--- config.mk ---
export PLATFORM = sky130hd
export DESIGN_NAME = vmicro16_apb_arbiter
export DESIGN_NICKNAME = d
export VERILOG_FILES = /design/src/rtl/vmicro16_apb_arbiter_pkg.sv /design/src/rtl/vmicro16_apb_arbiter_rr_pick.sv /design/src/rtl/vmicro16_apb_arbiter.sv
export SDC_FILE = /design/constraint.sdc
export NUM_CORES = 1
export LEC_CHECK = 0
export ABC_CLOCK_PERIOD_IN_PS = 3500
export BUFFER_PORTS_ARGS = -buffer_cell sky130_fd_sc_hd__buf_2
export CAP_MARGIN = 20
export CORE_UTILIZATION = 49
export CTS_CLUSTER_SIZE = 10
export DETAILED_ROUTE_END_ITERATION = 16
export GPL_TIMING_DRIVEN = 0
export PLACE_DENSITY = 0.94
export SYNTH_ARGS = -nofsm -noshare
export SYNTH_HDL_FRONTEND = slang
export SYNTH_SLANG_ARGS = --single-unit
--- constraint.sdc ---
create_clock -name clk -period 3.5 [get_ports clk]
set_input_delay 0.525 -clock clk [delete_from_list [all_inputs] [get_ports clk]]
set_output_delay 0.525 -clock clk [all_outputs]
set_load 0.01 [all_outputs]
--- src/rtl/vmicro16_apb_arbiter_pkg.sv ---
// Shared definitions for the vmicro16 APB arbiter.
//   - arb_state_t    : APB sequencing states (IDLE / SETUP / ACCESS)
//   - DEF_AW/DEF_DW  : default address / data widths
//   - TIMEOUT_CNT_W  : width of the ACCESS-phase watchdog counter
//   - TIMEOUT_RDATA  : read data returned to a master whose transfer timed out
//   - ptr_width()    : width of a master index for a given master count
package vmicro16_apb_arbiter_pkg;

    typedef enum logic [1:0] {
        ST_IDLE   = 2'd0,
        ST_SETUP  = 2'd1,
        ST_ACCESS = 2'd2
    } arb_state_t;

    localparam int DEF_AW        = 16;
    localparam int DEF_DW        = 16;
    localparam int TIMEOUT_CNT_W = 8;

    localparam logic [15:0] TIMEOUT_RDATA = 16'hDEAD;

    function automatic int ptr_width(input int n);
        return (n > 1) ? $clog2(n) : 1;
    endfunction

endpackage

--- src/rtl/vmicro16_apb_arbiter_rr_pick.sv ---
// Combinational rotating priority encoder.
// Returns the first set bit of req at or after index ptr, wrapping modulo NCORES.
// Ports:
//   req   in  NCORES  request vector
//   ptr   in  PW      index with highest priority
//   pick  out NCORES  one-hot winner (0 when nothing requests)
//   valid out 1       at least one request present
module vmicro16_rr_pick
    import vmicro16_apb_arbiter_pkg::*;
#(
    parameter int NCORES = 2,
    parameter int PW     = ptr_width(NCORES)
) (
    input  logic [NCORES-1:0] req,
    input  logic [PW-1:0]     ptr,
    output logic [NCORES-1:0] pick,
    output logic              valid
);

    localparam int              IDXW = PW + 1;
    localparam logic [IDXW-1:0] NC   = IDXW'(NCORES);

    // rot[k] is the request of master (ptr + k) mod NCORES, so bit 0 of
    // rot is the highest-priority master this cycle.
    logic [NCORES-1:0] rot;
    logic [NCORES-1:0] rot_pick;

    // Isolate the lowest set bit of the rotated vector.
    assign rot_pick = rot & (~rot + NCORES'(1));
    assign valid    = |req;

    genvar gi;
    generate
        for (gi = 0; gi < NCORES; gi++) begin : g_lane
            logic [IDXW-1:0] fwd_sum;
            logic [IDXW-1:0] bwd_sum;
            logic [PW-1:0]   fwd_idx;
            logic [PW-1:0]   bwd_idx;

            // Forward map: rotated lane gi reads master (ptr + gi) mod N.
            assign fwd_sum = {1'b0, ptr} + IDXW'(gi);
            assign fwd_idx = (fwd_sum >= NC) ? PW'(fwd_sum - NC) : PW'(fwd_sum);
            assign rot[gi] = req[fwd_idx];

            // Inverse map: master gi sits at rotated lane (gi - ptr) mod N.
            assign bwd_sum = IDXW'(gi + NCORES) - {1'b0, ptr};
            assign bwd_idx = (bwd_sum >= NC) ? PW'(bwd_sum - NC) : PW'(bwd_sum);
            assign pick[gi] = rot_pick[bwd_idx];
        end
    endgenerate

endmodule

--- src/rtl/vmicro16_apb_arbiter.sv ---
// Round-robin arbiter sharing one APB3 master port between NCORES core masters.
// A granted request is sequenced through SETUP and ACCESS; completion is
// returned only to the owner. Back-to-back grants skip IDLE when another
// master is waiting; the finishing master is masked from that hand-over.
//
// Optional feature macro: APB_ARB_TIMEOUT_EN
//   defined   : ACCESS phase is limited to TIMEOUT cycles; on expiry the owner
//               gets S_PREADY with S_PRDATA = 16'hDEAD and timeout_err sets
//               (sticky until reset); the bus then returns to IDLE.
//   undefined : ACCESS waits indefinitely, timeout_err is tied low.
//
// Ports:
//   clk, reset            clock, synchronous active-high reset
//   S_PADDR/S_PWRITE/S_PSEL/S_PWDATA   per-master request side (master i at slice i)
//   S_PRDATA, S_PREADY    read data broadcast, one-hot completion to owner
//   M_PADDR/M_PWRITE/M_PSEL/M_PENABLE/M_PWDATA   shared APB master port
//   M_PRDATA, M_PREADY    response from interconnect
//   grant                 one-hot current owner, 0 when idle
//   timeout_err           sticky timeout flag
module vmicro16_apb_arbiter
    import vmicro16_apb_arbiter_pkg::*;
#(
    parameter int NCORES  = 2,
    parameter int AW      = DEF_AW,
    parameter int DW      = DEF_DW,
    parameter int TIMEOUT = 255
) (
    input  logic                 clk,
    input  logic                 reset,
    input  logic [NCORES*AW-1:0] S_PADDR,
    input  logic [NCORES-1:0]    S_PWRITE,
    input  logic [NCORES-1:0]    S_PSEL,
    input  logic [NCORES*DW-1:0] S_PWDATA,
    output logic [DW-1:0]        S_PRDATA,
    output logic [NCORES-1:0]    S_PREADY,
    output logic [AW-1:0]        M_PADDR,
    output logic                 M_PWRITE,
    output logic                 M_PSEL,
    output logic                 M_PENABLE,
    output logic [DW-1:0]        M_PWDATA,
    input  logic [DW-1:0]        M_PRDATA,
    input  logic                 M_PREADY,
    output logic [NCORES-1:0]    grant,
    output logic                 timeout_err
);

    localparam int            PW   = ptr_width(NCORES);
    localparam logic [PW-1:0] LAST = PW'(NCORES - 1);

    generate
        if (NCORES < 2 || NCORES > 8 || TIMEOUT < 1 || TIMEOUT > 255) begin : g_bad_param
            $error("vmicro16_apb_arbiter: NCORES or TIMEOUT out of range");
        end
    endgenerate

    arb_state_t        state_q, state_d;
    logic [NCORES-1:0] grant_q, grant_d;
    logic [PW-1:0]     owner_q, owner_d;
    logic [PW-1:0]     rr_q, rr_d;
    logic [AW-1:0]     paddr_q, paddr_d;
    logic              pwrite_q, pwrite_d;
    logic [DW-1:0]     pwdata_q, pwdata_d;

    logic              in_access;
    logic              xfer_done;
    logic              tmo_hit;
    logic              load_winner;
    logic [PW-1:0]     rr_after;
    logic [NCORES-1:0] pick_req;
    logic [PW-1:0]     pick_ptr;
    logic [NCORES-1:0] pick;
    logic              pick_valid;
    logic [PW-1:0]     pick_idx;

    assign in_access = (state_q == ST_ACCESS);
    assign xfer_done = in_access && (M_PREADY || tmo_hit);
    assign rr_after  = (owner_q == LAST) ? '0 : owner_q + PW'(1);

    // On a completion cycle the finishing master still holds S_PSEL; mask it
    // and search from the slot after it so the hand-over is fair without an
    // IDLE bubble.
    assign pick_req = in_access ? (S_PSEL & ~grant_q) : S_PSEL;
    assign pick_ptr = in_access ? rr_after : rr_q;

    vmicro16_rr_pick #(
        .NCORES (NCORES),
        .PW     (PW)
    ) u_rr_pick (
        .req   (pick_req),
        .ptr   (pick_ptr),
        .pick  (pick),
        .valid (pick_valid)
    );

    always_comb begin
        pick_idx = '0;
        for (int k = 0; k < NCORES; k++) begin
            if (pick[k]) begin
                pick_idx = PW'(k);
            end
        end
    end

`ifdef APB_ARB_TIMEOUT_EN
    logic [TIMEOUT_CNT_W-1:0] tmo_cnt_q, tmo_cnt_d;
    logic                     timeout_err_q;

    // Counter is 0 on the first ACCESS cycle, so TIMEOUT-1 marks the last one.
    assign tmo_hit = in_access && !M_PREADY && (tmo_cnt_q == TIMEOUT_CNT_W'(TIMEOUT - 1));

    always_comb begin
        tmo_cnt_d = tmo_cnt_q;
        if (state_q == ST_SETUP) begin
            tmo_cnt_d = '0;
        end else if (in_access) begin
            tmo_cnt_d = tmo_cnt_q + TIMEOUT_CNT_W'(1);
        end
    end

    always_ff @(posedge clk) begin
        if (reset) begin
            tmo_cnt_q     <= '0;
            timeout_err_q <= 1'b0;
        end else begin
            tmo_cnt_q <= tmo_cnt_d;
            if (tmo_hit) begin
                timeout_err_q <= 1'b1;
            end
        end
    end

    assign timeout_err = timeout_err_q;
    assign S_PRDATA    = tmo_hit ? DW'(TIMEOUT_RDATA) : M_PRDATA;
`else
    assign tmo_hit     = 1'b0;
    assign timeout_err = 1'b0;
    assign S_PRDATA    = M_PRDATA;
`endif

    always_comb begin
        state_d     = state_q;
        grant_d     = grant_q;
        owner_d     = owner_q;
        rr_d        = rr_q;
        paddr_d     = paddr_q;
        pwrite_d    = pwrite_q;
        pwdata_d    = pwdata_q;
        load_winner = 1'b0;

        case (state_q)
            ST_IDLE: begin
                if (pick_valid) begin
                    state_d     = ST_SETUP;
                    load_winner = 1'b1;
                end
            end
            ST_SETUP: begin
                state_d = ST_ACCESS;
            end
            ST_ACCESS: begin
                if (xfer_done) begin
                    rr_d = rr_after;
                    // A timed-out transfer always parks the bus for a cycle.
                    if (pick_valid && !tmo_hit) begin
                        state_d     = ST_SETUP;
                        load_winner = 1'b1;
                    end else begin
                        state_d = ST_IDLE;
                        grant_d = '0;
                    end
                end
            end
            default: begin
                state_d = ST_IDLE;
                grant_d = '0;
            end
        endcase

        if (load_winner) begin
            grant_d  = pick;
            owner_d  = pick_idx;
            paddr_d  = S_PADDR[pick_idx*AW +: AW];
            pwrite_d = S_PWRITE[pick_idx];
            pwdata_d = S_PWDATA[pick_idx*DW +: DW];
        end
    end

    always_ff @(posedge clk) begin
        if (reset) begin
            state_q  <= ST_IDLE;
            grant_q  <= '0;
            owner_q  <= '0;
            rr_q     <= '0;
            paddr_q  <= '0;
            pwrite_q <= 1'b0;
            pwdata_q <= '0;
        end else begin
            state_q  <= state_d;
            grant_q  <= grant_d;
            owner_q  <= owner_d;
            rr_q     <= rr_d;
            paddr_q  <= paddr_d;
            pwrite_q <= pwrite_d;
            pwdata_q <= pwdata_d;
        end
    end

    // Completion is suppressed while reset is asserted so an aborted
    // transfer never reports done.
    assign S_PREADY  = (xfer_done && !reset) ? grant_q : '0;
    assign M_PSEL    = (state_q != ST_IDLE);
    assign M_PENABLE = in_access;
    assign M_PADDR   = paddr_q;
    assign M_PWRITE  = pwrite_q;
    assign M_PWDATA  = pwdata_q;
    assign grant     = grant_q;

endmodule
Word-level counts from Yosys, hierarchy flattened. Index checks and enable logic that the tools add are counted.

Flip-flop bits (word level): 39. Output and inout bits: 56. Word-level logic and storage cells: 78.

Add/subtract/negate cells: 9. Order comparisons: 9. Equality and inequality tests: 7. Shift-type cells: 2. Muxes and demuxes: 30. Bitwise operators: 4. Reduce and logical (&&, ||, !) cells: 10.

Operator list (count): $shiftx A32 B6 Y16 (2); $mux W1 (20); $mux W2 (7); $lt A1 B2 Y1 const B (5); $ge A2 B2 Y1 const B (3); $pmux W2 S3 (1); $and A2 B2 Y2 (2); $ne A2 B1 Y1 const B (2); $not A2 Y2 (2); $pmux W2 S2 (1); $reduce_and A2 Y1 (2); $reduce_or A2 Y1 (2); $sub A1 B1 Y1 const B (4); $sub A2 B1 Y2 const A (2); $ne A3 B1 Y1 const B (1); $ne A3 B3 Y1 const B (1); $reduce_and A3 Y1 (1); $add A1 B1 Y2 const B (1); $add A2 B1 Y2 const B (1); $eq A2 B1 Y1 const B (1); $eq A2 B2 Y1 const B (1); $ge A1 B2 Y1 const B (1); $logic_and A1 B1 Y1 (2); $logic_not A2 Y1 (1); 5 further kinds (5).

Logic depth before layout (Yosys ltp). Gate-level depths: netlist of the first run.

Depth in word-level cells: 16. Gate-level depth with buffers: 6.

Hierarchy. A second synthesis of the first run with hierarchy kept.

Cells, all modules: 211. Area total of the unflattened synthesis: 2142.1 sq um.

Modules (own cells, without submodules): vmicro16_apb_arbiter (times used 1, cells each 207, area each 2117.0 sq um, sequential area each 780.7 sq um); vmicro16_rr_pick (times used 1, cells each 4, area each 25.0 sq um, sequential area each 0.0 sq um).

Worst setup path before layout of the first run. No wires, ideal clock.

Path type: input to register. Start: input port S_PSEL[1]. End: register paddr_q[0] (netlist: M_PADDR[0]). Setup time: 0.132 ns. Data arrival time: 1.567 ns. Slack: 1.801 ns. Stages: 5. Buffers on the path: 1. Cells stage by stage: o21bai_1 a311o_2 buf_2 a2111oi_2 a211oi_2.

Cells in the longest elaborated chain, start to end: 11. Elaborated cells between the ends (all ways): 17.

Ends and longest elaborated chain: start, declared (line vmicro16_apb_arbiter.sv:32) `input logic [NCORES-1:0] S_PSEL,`; $and A2 B2 Y2 (line vmicro16_apb_arbiter.sv:82) `assign pick_req = in_access ? (S_PSEL & ~grant_q) : S_PSEL;`; $mux W2 * (line vmicro16_apb_arbiter.sv:82); $mux W1 (implied by the code) (2 in a row) (line vmicro16_apb_arbiter_rr_pick.sv:43) `assign rot[gi] = req[fwd_idx];`; $not A2 Y2 (line vmicro16_apb_arbiter_rr_pick.sv:29) `assign rot_pick = rot & (~rot + NCORES'(1));`; $add A2 B1 Y2 (line vmicro16_apb_arbiter_rr_pick.sv:29); $and A2 B2 Y2 (line vmicro16_apb_arbiter_rr_pick.sv:29); $mux W1 (implied by the code) (2 in a row) (line vmicro16_apb_arbiter_rr_pick.sv:48) `assign pick[gi] = rot_pick[bwd_idx];`; $mux W1 (line vmicro16_apb_arbiter.sv:98) `if (pick[k]) begin`; $shiftx A32 B6 Y16 (line vmicro16_apb_arbiter.sv:182) `paddr_d = S_PADDR[pick_idx*AW +: AW];`; end signal, assigned (line vmicro16_apb_arbiter.sv:202) `paddr_q <= paddr_d;`; end, declared (line vmicro16_apb_arbiter.sv:60) `logic [AW-1:0] paddr_q, paddr_d;`.

Every way passes the cells marked *; elsewhere a longest branch is shown, timed or not. The select of a mux whose other input is x is not followed. A chain may end at the register's enable or synchronous reset.

Worst setup path in the final report of the first run.
Start: register state_q[1]. End: output port S_PREADY[0].

Cells in the longest elaborated chain, start to end: 4.

Ends and longest elaborated chain: start, declared (line vmicro16_apb_arbiter.sv:56) `arb_state_t state_q, state_d;`; start signal, assigned (line vmicro16_apb_arbiter.sv:198) `state_q <= state_d;`; $eq A2 B2 Y1 (line vmicro16_apb_arbiter.sv:75) `assign in_access = (state_q == ST_ACCESS);`; $logic_and A1 B1 Y1 (line vmicro16_apb_arbiter.sv:76) `assign xfer_done = in_access && (M_PREADY || tmo_hit);`; $logic_and A1 B1 Y1 (line vmicro16_apb_arbiter.sv:210) `assign S_PREADY = (xfer_done && !reset) ? grant_q : '0;`; $mux W2 (line vmicro16_apb_arbiter.sv:210); end, declared (line vmicro16_apb_arbiter.sv:35) `output logic [NCORES-1:0] S_PREADY,`.

No other way between the ends.

==> results of run 1 <==
Yosys cell counts:
master / instances
a211o_1: 1
o21a_1: 1
a311o_2: 1
mux2i_1: 1
a21bo_4: 1
nor3b_1: 2
buf_2: 9
buf_4: 21
a211oi_2: 30
o21ai_4: 1
a311oi_2: 1
mux2_1: 1
or2_1: 1
o21bai_1: 34
clkbuf_1: 7
conb_1: 1
buf_6: 8
a221o_1: 1
a21oi_1: 4
dfxtp_1: 39
a211oi_1: 3
nor2_1: 38
o21ai_0: 1
nor2b_1: 2
a311oi_1: 1
a21o_4: 1
a2111oi_2: 33
nand2b_1: 4
nand4bb_1: 1
nand2_1: 4
worst paths after layout:
kind                      startpoint                         to  slack, ps  depth (start not counted)
max          state_q[1]$_SDFFE_PP0P_                S_PREADY[0]       1450                          5
min             owner_q$_SDFFE_PP0P_       owner_q$_SDFFE_PP0P_        520                          2
max reg2reg  state_q[1]$_SDFFE_PP0P_  M_PWDATA[14]$_SDFFE_PP0P_       1680                          5
min reg2reg     owner_q$_SDFFE_PP0P_       owner_q$_SDFFE_PP0P_        520                          2
state kept, by name, summed over array words and instances, names as in the netlist:
name      cells
M_PADDR      16
M_PWDATA     16
grant         2
state_q       2
M_PWRITE      1
owner_q       1
rr_q          1
worst register-to-register path: cells and delay by family, from the launching register on:
family	cells	cell delay, ps
compound gates	3	730
simple gates	1	130
buf+inv	1	420
flops	1	460
through the flow:
step	total power [mW]	setup WS, ps	instance area (sq um)	utilization [%]	hold slack, ps
after floorplan	0.9174	1801	2635	-	462.8
after global placement	1.087	1531	3348	65.14	480.8
after detailed placement	1.102	1474	3348	65.14	509.4
after CTS	1.392	1465	3421	66.55	516.7
after global routing	1.464	1291	3421	66.55	550.8
final	1.385	1448	3421	66.55	517.8
layer usage:
| metal | GRT usage, % | vias up | wire (microns) |
|---|---|---|---|
| li1 | - | 1214 | - |
| met1 | 29.91 | 1131 | 2857 |
| met2 | 45.04 | 97 | 3505 |
| met3 | 5.291 | 9 | 414 |
| met4 | 8.230 | 0 | 81 |
| met5 | 0 | - | 0 |
report_power, final:
group	switching (mW)	internal [mW]
Combinational	0.311	0.231
Sequential	0.0395	0.508
Clock	0.162	0.133
cell type report:
class | instances | area share [%]
buffer | 45 | 9.327
timing repair buffer | 125 | 18.29
sequential | 39 | 22.82
clock buffer | 6 | 2.121
tap | 70 | 2.560
multi-input combinational | 169 | 44.88
cell families after synthesis:
logic type             count (synthesis)
AOI/OAI and AO/OA                    114
and+or+nand+nor                       52
buffers and inverters                 45
DFF                                   39
muxes                                  2
other                                  1
==> impl_metrics.py, run 1 <==
metrics = {
    "sta": {
        "rsz0062_at_grt": "no",
        "skew_ps": 6.575,
        "worst_pin_slew_ps": 588.7,
        "post-route-period-util_pct": 58.62,
        "fin_crit_ps": 2052,
        "fmax_mhz": 487.4,
        "hold_viol_final": 0,
        "slew_viol_final": 0,
        "finalSetupViolCount": 0,
        "slew_headroom_pct": 60.76,
        "setup_tns_ps": 0,
    },
    "synth": {
        "synthSimpleGateAreaFrac_pct": 8.642,
        "synth_cell_types": 30,
        "ys_ff_latch": 39,
        "synthCells": 253,
        "synth.area.top_cells": "dfxtp_1, a2111oi_2, a211oi_2",
        "yosys.area.top_type": "dfxtp_1",
        "synth_nets": 340,
        "synth-compound-area-share_pct": 48.67,
        "seq_area_frac_synth_pct": 29.63,
        "synthXorXnorAreaFrac_pct": 0,
        "synth_top_family_by_area": "compound AO/OA/AOI/OAI gates",
        "avgSynthCellArea_sq_um": 10.42,
        "synth_area_sq_um": 2635,
        "synthAdderAreaFrac_pct": 0,
        "yosysWarnings": 0,
        "yosys.area.top_type_share_pct": 29.63,
        "synth_mux_area_share_pct": 0.8072,
    },
    "die": {
        "fp.dieW_microns": 75.33,
        "dieArea_sq_um": 5675,
        "initial_utilization_pct": 51.27,
        "coreArea_sq_um": 5140,
        "rows": 26,
        "die_h_microns": 75.33,
        "io_pins": 143,
    },
    "global_routing": {
        "antenna_found_initial": 0,
        "grtUsageTotal_pct": 25.13,
        "grt_max_degree": 11,
        "first_global_vias": 2339,
        "grt_pass1_wl_microns": 10870,
        "overflow": 0,
    },
    "route": {
        "wire_per_inst_microns": 15.11,
        "vias": 2451,
        "firstDrtPassIters": 4,
        "wl_microns": 6858,
        "vias_per_cell": 5.399,
        "route.detailed.drc": 0,
        "drtIter0Drc": 99,
        "antenna_left": 0,
    },
    "clock_tree": {
        "root_buffer": "clkbuf_8",
        "postCtsSetupRepairBufs": 0,
        "cts_hold_buf": 0,
        "cts_tree": "yes",
        "cts_made_buffers": 5,
        "cts.clk_slew.worst_paths_ps": 80,
        "cts_max_level": 2,
        "clk_latency_ps": 290,
        "clock_path_buffers": 2,
        "clock_sinks": 39,
        "cts_resized": 0,
    },
    "power_and_ir_drop": {
        "ir_drop_mv": 0.2137,
        "p_leak_nw": 1.453,
        "power_density_nw_per_um2": 404.9,
    },
    "setup_path": {
        "path_class": "reg -> out",
        "crit_family": "flip-flops",
        "critical_path_buf_inv_count": 2,
        "path_cells": "nor2b_1, buf_4, nand2_1, nor3b_1, buf_2",
        "critPathCaptureType": "output pin",
        "crit_slowest_cell": "dfxtp_1",
        "cpPeakStageDelay_ps": 460,
        "cp_max_fo": 8,
        "worstPathRequired_ps": 2970,
        "worstPathArrival_ps": 1530,
        "start_kind": "flop",
    },
    "place": {
        "hpwl_microns": 5109,
        "gp_congestion": 0.7577,
        "dp.cells": 448,
        "portBuffers": 125,
    },
    "final_layout": {
        "stdcell_count": 454,
        "regArea_sq_um": 780.7,
        "antennaDiodeCount": 0,
        "multi_input_area_sq_um": 1535,
        "nFillCells": 446,
        "final_common_cell": "buf_2",
        "num-nets-final": 472,
        "drive_gt1_share_pct": 61.46,
        "mostFrequentLayoutCells": "buf_2, dfxtp_1, nor2_1",
        "areaGrowthSynthToFinish_pct": 29.82,
    },
    "status": {
        "status": "finished clean",
    },
    "job": {
        "drv_cap": 0,
    },
    "worst_hold_path": {
        "hold_path_class": "reg -> reg",
    },
}
No activity file was read; power rests on OpenSTA's default activity.
==> run 2: changes to the inputs <==
--- a/config.mk
+++ b/config.mk
@@ -5,14 +5,15 @@
 export SDC_FILE = /design/constraint.sdc
 export NUM_CORES = 1
 export LEC_CHECK = 0
-export ABC_CLOCK_PERIOD_IN_PS = 3500
+export ABC_AREA = 1
+export ABC_CLOCK_PERIOD_IN_PS = 1960
 export BUFFER_PORTS_ARGS = -buffer_cell sky130_fd_sc_hd__buf_2
 export CAP_MARGIN = 20
-export CORE_UTILIZATION = 49
+export CORE_UTILIZATION = 44
 export CTS_CLUSTER_SIZE = 10
 export DETAILED_ROUTE_END_ITERATION = 16
 export GPL_TIMING_DRIVEN = 0
-export PLACE_DENSITY = 0.94
+export PLACE_DENSITY = 0.88
 export SYNTH_ARGS = -nofsm -noshare
 export SYNTH_HDL_FRONTEND = slang
 export SYNTH_SLANG_ARGS = --single-unit
==> constraint.sdc (replaced) <==
create_clock -name clk -period 1.96 [get_ports clk]
set_input_delay 0.294 -clock clk [delete_from_list [all_inputs] [get_ports clk]]
set_output_delay 0.294 -clock clk [all_outputs]
set_load 0.01 [all_outputs]
==> run 2 against run 1 <==
Net effect:
- clock power rose by 100%
- routed wire length shrank 9.8%
- clock skew is 0.59 ps lower
- synthesized area decreased by 9.9%
- global-route usage shrank 3.7 points
- combinational power grew 41%
- power increased by 66%
- first-iteration DRC count increased by 5.1%
- highest routed layer unchanged
==> impl_metrics.py, run 2 <==
metrics = {
    "clock_tree": {
        "cts_made_buffers": 5,
        "cts_resized": 0,
        "cts_hold_buf": 0,
        "clk_latency_ps": 290,
        "postCtsSetupRepairBufs": 0,
        "cts.clk_slew.worst_paths_ps": 80,
        "clock_path_buffers": 2,
        "cts_max_level": 2,
        "clock_sinks": 39,
        "cts_tree": "yes",
        "root_buffer": "clkbuf_8",
    },
    "route": {
        "wire_per_inst_microns": 11.17,
        "wl_microns": 6187,
        "firstDrtPassIters": 4,
        "drtIter0Drc": 104,
        "route.detailed.drc": 0,
        "antenna_left": 0,
        "vias": 2551,
        "vias_per_cell": 4.605,
    },
    "power_and_ir_drop": {
        "pwr-share-comb_pct": 33.2,
        "p_seq_share_pct": 40.8,
        "power_density_nw_per_um2": 720.8,
        "power.switching_mw": 0.7535,
        "ir_drop_mv": 0.3264,
        "p_int_mw": 1.540,
        "switching_share_pct": 32.86,
        "p_leak_nw": 1.918,
        "fin_total_pwr_mw": 2.293,
        "clkPwrFrac_pct": 26.0,
    },
    "sta": {
        "rsz0062_at_grt": "no",
        "finalSetupViolCount": 0,
        "skew_ps": 5.988,
        "hold_viol_final": 0,
        "setup_tns_ps": 0,
        "post-route-period-util_pct": 82.93,
        "fin_crit_ps": 1625,
        "postLayoutSetupSlackWorst_ps": 334.6,
        "slew_viol_final": 0,
        "fmax_mhz": 615.2,
    },
    "final_layout": {
        "mostFrequentLayoutCells": "buf_2, nand2_1, nor2_1",
        "regArea_sq_um": 780.7,
        "areaGrowthSynthToFinish_pct": 34.05,
        "antennaDiodeCount": 0,
        "num-nets-final": 570,
        "final_common_cell": "buf_2",
        "drive_gt1_share_pct": 43.39,
        "nFillCells": 505,
        "multi_input_area_sq_um": 1177,
        "fin_util_pct": 61.90,
    },
    "setup_path": {
        "cpMostUsedCell": "nor2_1",
        "cp_max_fo": 8,
        "worstPathRequired_ps": 1670,
        "start_kind": "flop",
        "critPathCaptureType": "output pin",
        "path_class": "reg -> out",
        "reg2reg_from": "state_q[1]$_SDFFE_PP0P_",
        "reg2reg_slack_ps": 460,
        "worst-r2r-cell-count": 11,
        "path_cells": "buf_4, nand2_2, nor2_1, nand2_1, nor2_1, buf_2",
        "crit_slowest_cell": "dfxtp_1",
        "r2r_end": "M_PADDR[3]$_SDFFE_PP0P_",
        "cpPeakStageDelay_ps": 320,
        "critical_path_buf_inv_count": 2,
        "crit_family": "simple AND/OR/NAND/NOR gates",
        "worstPathArrival_ps": 1330,
    },
    "synth": {
        "avgSynthCellArea_sq_um": 6.743,
        "synth_area_sq_um": 2374,
        "ys_ff_latch": 39,
        "yosys.area.top_type_share_pct": 32.89,
        "async_reset_ff_share_pct": 0,
        "yosys.area.top_type": "dfxtp_1",
        "synth_common_cells": "nand2_1, nor2_1, dfxtp_1, inv_1, nand3_1",
        "synth.most_common_cell": "nand2_1",
        "synth_cell_types": 21,
        "synth_nets": 439,
        "synthFlopType": "dfxtp_1",
        "yosysWarnings": 0,
        "seq_area_frac_synth_pct": 32.89,
        "synth-edff-count": 0,
        "synth.area.top_cells": "dfxtp_1, nand3_2, nand2_1",
        "synthCells": 352,
    },
    "global_routing": {
        "grt_max_degree": 12,
        "overflow": 0,
        "grtUsageTotal_pct": 21.45,
        "first_global_vias": 2150,
        "antenna_found_initial": 0,
        "grt_pass1_wl_microns": 9197,
    },
    "job": {
        "drv_cap": 0,
    },
    "place": {
        "gp_congestion": 0.8809,
        "hpwl_microns": 4762,
        "portBuffers": 124,
        "pre_cts_ws_ps": 475.5,
    },
    "die": {
        "io_pins": 143,
        "rows": 26,
        "die_h_microns": 75.45,
        "coreArea_sq_um": 5140,
        "fp.dieW_microns": 75.45,
        "dieArea_sq_um": 5692,
        "initial_utilization_pct": 46.18,
    },
    "worst_hold_path": {
        "hold_end": "M_PADDR[7]$_SDFFE_PP0P_",
        "min_path_cells": 5,
        "hold_path_class": "in -> reg",
        "hp-start": "S_PADDR[23]",
    },
    "status": {
        "status": "finished clean",
    },
}
==> run 2: changes by cell type in the layout (fill, tap and decap cells not counted), sizes merged, moves of 4 or more <==
cell,delta
a2111oi,-33
a211oi,-33
buf,-4
inv,+42
nand2,+78
nand2b,-4
nand3,+68
nor2,+34
o21bai,-34
==> run 2: cell type report <==
cell class / count / share of cell area (%)
Buffer: 38 / 8.022
Sequential cell: 39 / 24.54
Multi-Input combinational cell: 233 / 37.00
Timing Repair Buffer: 124 / 19.50
Inverter: 42 / 5.033
Clock buffer: 8 / 3.146
Tap cell: 70 / 2.753
==> run 2: cell families after synthesis <==
family,share of synthesized area [%]
AND/OR/NAND/NOR,47.60
other,0.1580
buffers and inverters,17.50
flip-flops,32.89
AO/OA/AOI/OAI,1.845
==> run 2: metrics by stage <==
stage / hold WS (ps) / area, sq um / instances
6_report: 280.5 / 3182 / 554
5_1_grt: 287.7 / 3182 / 554
4_1_cts: 271.7 / 3182 / 554
3_5_place_dp: 468.1 / 3082 / 546
3_3_place_gp: 449.4 / 3082 / 546
2_1_floorplan: 418.7 / 2374 / 352
==> run 2: worst max path at each step <==
stage,start,slack [ps],cells after the start,end
floorplan,state_q[1]$_SDFFE_PP0P_,650,11,M_PADDR[15]$_SDFFE_PP0P_
global placement,state_q[1]$_SDFFE_PP0P_,530,11,M_PWDATA[8]$_SDFFE_PP0P_
detailed placement,state_q[1]$_SDFFE_PP0P_,480,11,M_PWDATA[6]$_SDFFE_PP0P_
CTS,state_q[1]$_SDFFE_PP0P_,320,6,S_PREADY[0]
global route,state_q[1]$_SDFFE_PP0P_,220,6,S_PREADY[0]
finish,state_q[1]$_SDFFE_PP0P_,330,6,S_PREADY[0]
==> run 2: routing by layer <==
layer | vias up | global-route usage [%] | routed length [microns]
met5 | - | 0 | 0
met4 | 0 | 7.613 | 76
met3 | 7 | 4.630 | 406
met2 | 101 | 39.68 | 3134
met1 | 1126 | 24.19 | 2570
li1 | 1317 | - | -
==> run 2: worst reg2reg max path: cells and delay by family (launching register included) <==
family | cells | cell delay, ps
simple gates | 6 | 480
flops | 1 | 310
buf+inv | 5 | 590
==> run 2: power groups by stage <==
| stage | clock network (mW) | logic (mW) | registers (mW) |
|---|---|---|---|
| 3_3_place_gp | 0 | 0.743 | 0.949 |
| 4_1_cts | 0.615 | 0.769 | 0.935 |
| 5_1_grt | 0.639 | 0.863 | 0.946 |
| 2_1_floorplan | 0 | 0.463 | 0.992 |
| 6_report | 0.597 | 0.762 | 0.935 |
| 3_5_place_dp | 0 | 0.765 | 0.952 |
==> run 3: changes to the inputs <==
--- a/config.mk
+++ b/config.mk
@@ -5,11 +5,11 @@
 export SDC_FILE = /design/constraint.sdc
 export NUM_CORES = 1
 export LEC_CHECK = 0
-export ABC_AREA = 1
-export ABC_CLOCK_PERIOD_IN_PS = 1960
+export ABC_AREA = 0
+export ABC_CLOCK_PERIOD_IN_PS = 1500
 export BUFFER_PORTS_ARGS = -buffer_cell sky130_fd_sc_hd__buf_2
 export CAP_MARGIN = 20
-export CORE_UTILIZATION = 44
+export CORE_UTILIZATION = 45
 export CTS_CLUSTER_SIZE = 10
 export DETAILED_ROUTE_END_ITERATION = 16
 export GPL_TIMING_DRIVEN = 0
==> constraint.sdc (replaced) <==
create_clock -name clk -period 1.5 [get_ports clk]
set_input_delay 0.225 -clock clk [delete_from_list [all_inputs] [get_ports clk]]
set_output_delay 0.225 -clock clk [all_outputs]
set_load 0.01 [all_outputs]
==> run 3 against run 2 <==
Net effect:
- the run now ends with setup timing left
- critical path depth is 1 lower
- routed wire length is 50% higher
- global-route usage is 5.8 points higher
- worst setup slack worse by 500 ps
- critical endpoint is now grant[1]$_SDFFE_PP0P_
==> impl_metrics.py, run 3 (same netlist as run 1, synthesis figures left out) <==
metrics = {
    "route": {
        "drtIter0Drc": 141,
        "antenna_left": 0,
        "wire_per_inst_microns": 19.38,
        "wl_microns": 9263,
        "vias": 2742,
        "firstDrtPassIters": 4,
        "route.detailed.drc": 0,
        "vias_per_cell": 5.736,
    },
    "sta": {
        "fmax_mhz": 599.6,
        "fin_crit_ps": 1668,
        "postLayoutSetupSlackWorst_ps": -167.7,
        "rsz0062_at_grt": "yes",
        "skew_ps": 8.634,
        "slew_viol_final": 0,
        "worst_pin_slew_ps": 677.4,
        "fin_hold_ws_ps": 222.7,
        "finalSetupViolCount": 39,
        "hold_viol_final": 0,
        "slew_headroom_pct": 54.84,
        "post-route-period-util_pct": 111.2,
    },
    "clock_tree": {
        "cts_hold_buf": 0,
        "cts.clk_slew.worst_paths_ps": 90,
        "cts_made_buffers": 5,
        "clock_sinks": 39,
        "cts_tree": "yes",
        "root_buffer": "clkbuf_8",
        "clk_latency_ps": 310,
        "clock_path_buffers": 2,
        "cts_max_level": 2,
    },
    "place": {
        "portBuffers": 125,
        "hpwl_microns": 5888,
        "gp_congestion": 0.7551,
        "dp.cells": 450,
        "dpl-instance-area_sq_um": 3831,
    },
    "global_routing": {
        "grtUsageTotal_pct": 27.25,
        "grt_pass1_wl_microns": 12970,
        "first_global_vias": 2550,
        "overflow": 0,
        "grt_max_degree": 13,
        "antenna_found_initial": 0,
    },
    "setup_path": {
        "start_kind": "flop",
        "cpPeakStageDelay_ps": 520,
        "critical_path_buf_inv_count": 1,
        "cp_max_fo": 5,
        "path_class": "reg -> reg",
        "critPathCaptureType": "flop",
        "worstPathArrival_ps": 1900,
        "worstPathRequired_ps": 1730,
        "crit_family": "compound AO/OA/AOI/OAI gates",
        "crit_slowest_cell": "a311o_2",
        "path_cells": "nand2b_4, a311o_2, buf_12, a211o_1, a21oi_1",
    },
    "final_layout": {
        "drive_gt1_share_pct": 71.43,
        "num-nets-final": 492,
        "mostFrequentLayoutCells": "buf_2, dfxtp_1, o21bai_1",
        "fin_util_pct": 79.44,
        "final_common_cell": "buf_2",
        "stdcell_area_sq_um": 4428,
        "areaGrowthSynthToFinish_pct": 68.04,
        "stdcell_count": 478,
        "antennaDiodeCount": 0,
    },
    "die": {
        "io_pins": 143,
        "rows": 27,
        "fp.dieW_microns": 78.52,
        "dieArea_sq_um": 6165,
        "coreArea_sq_um": 5574,
        "die_h_microns": 78.52,
        "initial_utilization_pct": 47.27,
    },
    "worst_hold_path": {
        "hold_path_class": "in -> reg",
    },
    "power_and_ir_drop": {
        "fin_total_pwr_mw": 4.192,
        "p_leak_nw": 1.701,
        "ir_drop_mv": 0.5727,
        "power_density_nw_per_um2": 946.8,
    },
    "status": {
        "violations": "setup timing",
        "status": "complete, but fails checks",
    },
    "job": {
        "drv_cap": 0,
    },
}
[run 3: changes by cell type in the layout (fill, tap and decap cells not counted), moves of 14 or more]
cell / before / now
a2111oi_4: 0 / 32
a211oi_2: 0 / 31
buf_4: 18 / 32
inv_1: 39 / 0
nand2_1: 73 / 3
nand3_1: 36 / 0
nand3_2: 32 / 0
nor2_1: 72 / 25
o21bai_1: 0 / 33
[run 3: report_power, final]
group / internal [mW] / switching, mW / leakage [nW]
Combinational: 0.894 / 1.04 / 1.31
Clock: 0.539 / 0.429 / 0.0612
Sequential: 1.19 / 0.103 / 0.327
Total: 2.62 / 1.57 / 1.70
[run 3: area by class of cell]
class	count	area (sq um)
multi-input cells	170	2102
well taps	72	90.09
repair buffers	145	874.6
plain buffers	44	447.9
clock buffers	6	82.58
flip-flops and latches	39	795.8
clock inverters	2	35.03
fillers	333	1146
[run 3: final timing paths]
kind                         start                       end  slack (ps)  depth (start not counted)
min                    S_PADDR[14]  M_PADDR[14]$_SDFFE_PP0P_         220                          3
max          grant[1]$_SDFFE_PP0P_     grant[1]$_SDFFE_PP0P_        -170                          5
max reg2reg  grant[1]$_SDFFE_PP0P_     grant[1]$_SDFFE_PP0P_        -170                          5
min reg2reg  grant[1]$_SDFFE_PP0P_     grant[1]$_SDFFE_PP0P_         500                          2
[run 3: tightest hold or removal path: stages]
cell	delay (ps)
buf_2	120
nor2_4	80
a211oi_2	70
[run 3: per-layer routing]
metal	global-route usage (%)	vias up	share of wire, %
li1	-	1267	-
met1	33.43	1322	41
met5	0	-	0
met2	47.91	126	51
met4	7.593	0	2.9
met3	5.349	27	5.7
[run 3: metrics by stage]
stage | TNS (ps) | setup WS, ps
after floorplan | -263.2 | -22.98
after global placement | -8315 | -293.5
after detailed placement | -11180 | -394.4
after CTS | -4015 | -141.3
after global routing | -6298 | -212.2
final | -4413 | -167.7
[run 3: timing repair]
item | CTS | global route
cloned | 0 | 6
endpoints found under the setup margin | 39 | 40
gates resized for setup | 19 | 42
pin swaps | 7 | 9
buffers inserted | 10 | 6
